### config.mk
export PLATFORM = sky130hd
export DESIGN_NAME = ifetch_pipe
export DESIGN_NICKNAME = d
export VERILOG_FILES = /design/src/rtl/ifetch_pipe.sv
export SDC_FILE = /design/constraint.sdc
export NUM_CORES = 1
export LEC_CHECK = 0
export ABC_CLOCK_PERIOD_IN_PS = 4250
export CAP_MARGIN = 20
export CELL_PAD_IN_SITES_DETAIL_PLACEMENT = 1
export CELL_PAD_IN_SITES_GLOBAL_PLACEMENT = 2
export CORE_MARGIN = 2
export CORE_UTILIZATION = 28
export CTS_CLUSTER_SIZE = 30
export DETAILED_ROUTE_END_ITERATION = 7
export PLACE_DENSITY = 0.73
export SKIP_CTS_REPAIR_TIMING = 1
export SYNTH_ARGS = -nofsm -noshare
export SYNTH_HDL_FRONTEND = slang
export SYNTH_SLANG_ARGS = --single-unit
### constraint.sdc
create_clock -name clk -period 4.25 [get_ports clk]
set_input_delay 1.0625 -clock clk [delete_from_list [all_inputs] [get_ports clk]]
set_output_delay 1.0625 -clock clk [all_outputs]
set_load 0.01 [all_outputs]
### src/rtl/ifetch_pipe.sv
// Instruction-fetch stage: owns the fetch PC, drives a 1-cycle synchronous ROM,
// buffers responses in a 2-entry queue for decode and resolves execute redirects.
module ifetch_pipe #(
    parameter int               XLEN     = 32,
    parameter int               ADDR_W   = 14,
    parameter logic [XLEN-1:0]  RESET_PC = '0
) (
    input  logic              clk,
    input  logic              rst,
    input  logic [2:0]        redir_op,
    input  logic              zero,
    input  logic [XLEN-1:0]   br_pc,
    input  logic [XLEN-1:0]   imm32,
    input  logic [XLEN-1:0]   rs1,
    output logic              imem_en,
    output logic [ADDR_W-1:0] imem_addr,
    input  logic [XLEN-1:0]   imem_rdata,
    output logic              out_valid,
    input  logic              out_ready,
    output logic [XLEN-1:0]   out_inst,
    output logic [XLEN-1:0]   out_pc,
    output logic [XLEN-1:0]   out_pc4,
    output logic              fault,
    output logic [XLEN-1:0]   fault_pc
);

    localparam logic [2:0] OP_BEQ  = 3'b001;
    localparam logic [2:0] OP_BNE  = 3'b010;
    localparam logic [2:0] OP_JAL  = 3'b011;
    localparam logic [2:0] OP_JALR = 3'b100;

    typedef enum logic {RUN, HALT} state_t;

    state_t          state;
    logic [XLEN-1:0] fpc;
    logic [XLEN-1:0] q_inst [2];
    logic [XLEN-1:0] q_pc   [2];
    logic [1:0]      occ;
    logic            infl;
    logic [XLEN-1:0] infl_pc;

    logic            is_run;
    logic            take;
    logic [XLEN-1:0] target;
    logic            misalign;
    logic            pop;
    logic            head_pop;
    logic            push;
    logic [1:0]      occ_pop;
    logic [2:0]      level;

    assign is_run = (state == RUN);

    always_comb begin
        take   = 1'b0;
        target = br_pc + imm32;
        case (redir_op)
            OP_BEQ:  take = zero;
            OP_BNE:  take = ~zero;
            OP_JAL:  take = 1'b1;
            OP_JALR: begin
                take   = 1'b1;
                target = (rs1 + imm32) & ~XLEN'(1);
            end
            default: take = 1'b0;
        endcase
        take = take & is_run;
    end

    assign misalign = target[1];

    // With the queue empty the arriving ROM word is presented directly, which
    // gives the one-cycle fetch-to-decode latency.
    assign out_valid = is_run & ((occ != 2'd0) | infl);
    assign out_inst  = (occ != 2'd0) ? q_inst[0] : imem_rdata;
    assign out_pc    = (occ != 2'd0) ? q_pc[0]   : infl_pc;
    assign out_pc4   = out_pc + XLEN'(4);

    assign pop      = out_valid & out_ready;
    assign head_pop = pop & (occ != 2'd0);
    assign push     = infl & ~(pop & (occ == 2'd0));
    assign occ_pop  = occ - {1'b0, head_pop};

    // In-flight fetches count against queue capacity so a response always has a slot.
    assign level     = {1'b0, occ} + {2'b0, infl} - {2'b0, pop};
    assign imem_en   = rst & is_run & ~take & (level < 3'd2);
    assign imem_addr = fpc[ADDR_W+1:2];

    always_ff @(posedge clk or negedge rst) begin
        if (!rst) begin
            state     <= RUN;
            fpc       <= RESET_PC;
            occ       <= 2'd0;
            infl      <= 1'b0;
            infl_pc   <= '0;
            fault     <= 1'b0;
            fault_pc  <= '0;
            q_inst[0] <= '0;
            q_inst[1] <= '0;
            q_pc[0]   <= '0;
            q_pc[1]   <= '0;
        end else if (take) begin
            occ  <= 2'd0;
            infl <= 1'b0;
            if (misalign) begin
                state    <= HALT;
                fault    <= 1'b1;
                fault_pc <= target;
            end else begin
                fpc <= target;
            end
        end else begin
            infl <= imem_en;
            if (imem_en) begin
                infl_pc <= fpc;
                fpc     <= fpc + XLEN'(4);
            end
            if (head_pop) begin
                q_inst[0] <= q_inst[1];
                q_pc[0]   <= q_pc[1];
            end
            if (push) begin
                q_inst[occ_pop[0]] <= imem_rdata;
                q_pc[occ_pop[0]]   <= infl_pc;
            end
            occ <= occ_pop + {1'b0, push};
        end
    end

endmodule
==> qor.yml <==
skew_ps: 10.60
hold_viol_final: 0
yosysWarningCount: 0
rsz0062_at_grt: "true"
rows: 83
combPwrFrac: 0.475
worstHoldPathCells: 2
peakVddDrop_v: 0.0003343
die_area_um2: 54050
synth_compound_area_frac: 0.1670
synth_top_family_by_area: "simple AND/OR/NAND/NOR gates"
io_pins: 280
critPathArrivalTime_ps: 3250
power_frac_seq: 0.321
hold_start: "q_pc[51]"
setup_violations: 1
place.gp.congestion: 0.9058
antenna_found_initial: 0
maxCapViolCount: 0
grt_util_all_layers: 0.1782
r2r-start: "occ[1]"
cp-start-kind: "input pin"
synth_cell_types: 76
ys_ff_latch: 224
violations: "setup timing"
synthMuxAreaShare: 0.1068
min_period_over_period: 1.015
drt_pass1_iterations: 4
synth_xor_area_frac: 0.04973
slowest_delay_ps: 460
wl_per_cell_um: 18.13
die_w_um: 232.5
cp_slowest_cell: "clkdlybuf4s50_1"
synth_common_cells: "nand2_1, dfrtp_1, o21ai_0"
clock.fmax_ghz: 0.2319
synth_edf_count: 0
io_buffers: 279
endpoint_kind: "primary output"
num_vias: 13387
power.switching_mw: 4.530
utilization: 0.3857
hp-class: "reg2reg"
numCtsBuffers: 27
grt_overflow: 0
antenna_cells: 0
p_leak_nw: 9.649
yosys.area.top_type: "dfrtp_1"
synthFlopType: "dfrtp_1"
synth_top_area_share: 0.3834
avgSynthCellArea_um2: 8.549
syn_nets: 1914
final_nets: 2242
start_util: 0.2838
ant_nets: 0
synth.most_common_cell: "nand2_1"
grt_pass1_vias: 14108
finalWorstSetupSlack_ps: -62.33
drive_gt1_frac: 0.1357
critical_path.top_delay_family: "buffers and inverters"
worstReg2RegEnd: "fpc[17]"
vias_per_cell: 4.893
synth_area_um2: 14620
path_max_fanout: 2
routed_wl_um: 49590
power_frac_clock: 0.204
cts_max_path_buffers: 3
ctsHtreeMaxLevel: 1
syn_inst: 1710
power_density_nw_per_um2: 596.2
cts_sinks: 224
grt_max_degree: 128
internal_power_mw: 7.315
worstSkewPairLatency_ps: 530
timing.critical_path.buf_inv: 4
r2r_cells: 14
slew-limit-headroom: 0.3603
min_period_ps: 4312
synthAdderAreaFrac: 0.06060
r2r_setup_slack_ps: 620
switching_share: 0.3824
synth-simple-area-share: 0.1892
coreArea_um2: 51510
crit_type: "in2out"
dp_hpwl_um: 37850
slew_viol_final: 0
p_total_mw: 11.84
path_clk_slew_ps: 60
holdPathEnd: "q_pc[51]"
synth-async-reset-ratio: 1.000
ys_seq_area_frac: 0.3834
drtIter0Drc: 685
status: "finished with violations"
cts_tree: "built"
synth.top_cells.by_area: "dfrtp_1, nand2_1, mux2i_1, ha_1, o21ai_0"
cp_cell_sequence: "clkdlybuf4s50_1 -> inv_1 -> nor3_2 -> ha_1 -> nand2b_1 -> fa_1 -> xor2_1 -> or3_4 -> inv_2 -> buf_6"
grt_pass1_wl_um: 77730
ctsRootBufferMaster: "clkbuf_16"
cp.required_ps: 3190
area_growth_pct: 35.89
drc: 0
die-height_um: 232.5
tightest_slew_ps: 959.5
==> layout make-up <==
| cell class | count | area (um2) |
|---|---|---|
| clock buffer | 37 | 773.2 |
| clock inverter | 10 | 152.6 |
| fill | 6054 | 31640 |
| inverter | 43 | 161.4 |
| multi-input combinational | 1345 | 8501 |
| sequential | 224 | 5607 |
| tap | 680 | 850.8 |
| timing repair buffer | 397 | 3820 |
==> sequential cells by signal, summed over array words and instances, names as in the netlist <==
signal and count:
infl 1, q_inst 64, occ 2, q_pc 63, fault_pc 32, infl_pc 31, fpc 31
==> metal layers <==
metal  vias up  wire length [um]  part of all wire  GRT usage
li1       6572                 -                 -          -
met3        52              1734             0.035    0.01875
met1      6505             24010              0.48     0.2480
met2       258             23030              0.46     0.2999
met4         0               818             0.016    0.03324
met5         -                 0                 0          0
==> power by group through the flow <==
stage          logic [mW]  registers [mW]  clock network, mW
2_1_floorplan        2.91            3.57                  0
3_3_place_gp         5.50            3.77                  0
3_5_place_dp         5.60            3.82                  0
4_1_cts              5.62            3.79               2.50
5_1_grt              6.18            3.93               2.57
6_report             5.63            3.80               2.42
==> cells in the final DEF (no fill, tap or decap), types with 6 or more instances in the layout <==
cell             instances
xor2_1                  29
a311oi_1                 6
nand3_1                 40
clkbuf_16               28
nand4_1                 14
buf_12                   7
buf_4                  110
and2_1                   9
nor2b_1                  6
a21oi_1                 98
nor3_1                  15
o22ai_1                  6
nor2_1                  84
dlymetal6s2s_1          16
ha_1                    66
mux2i_1                 79
mux2_2                  64
o21bai_1                 9
a211oi_1                10
clkbuf_8                 6
inv_1                   42
xnor2_1                 54
a21o_1                  26
and3_1                  13
o21ai_0                151
nand2b_1                10
a31oi_1                 11
clkdlybuf4s50_1        259
nand2_1                421
dfrtp_1                223
o21ai_1                 12
==> cell families after synthesis <==
group | Yosys count
AOI/OAI and AO/OA | 393
muxes | 148
DFF | 224
adders and majority gates | 69
xor gates and xnor gates | 83
buffers and inverters | 141
and+or+nand+nor | 652
==> how the worst max path moves through the flow <==
| stage | from | to | slack (ps) | depth (start not counted) |
|---|---|---|---|---|
| 2_1_floorplan | occ[1] | out_pc4[26] | -60 | 15 |
| 3_3_place_gp | out_ready | imem_en | -610 | 10 |
| 3_5_place_dp | out_ready | imem_en | -590 | 10 |
| 4_1_cts | out_ready | imem_en | -610 | 10 |
| 5_1_grt | out_ready | imem_en | -130 | 10 |
| 6_report | out_ready | imem_en | -60 | 10 |
==> through the flow <==
stage          area (um2)  hold slack [ps]  setup slack [ps]  instances  TNS [ps]
6_report            19870            476.3            -62.33       2736    -62.33
5_1_grt             19870            506.0            -128.6       2736    -153.1
4_1_cts             19670            480.9            -607.8       2732     -6744
3_5_place_dp        18750            462.5            -585.6       2685     -3679
3_3_place_gp        18750            460.7            -608.4       2685     -2769
2_1_floorplan       14630            444.2            -62.81       1710    -62.81
==> worst register-to-register path, delay by kind of cell, from the launching register on <==
family                   cells  cell delay (ps)
XOR/XNOR                     1              180
flip-flops                   1              420
adder cells (fa/ha/maj)      2              670
AO/OA/AOI/OAI                2              290
AND/OR/NAND/NOR              6             1280
buffers and inverters        3              650
(Power assumes the default switching activity.)
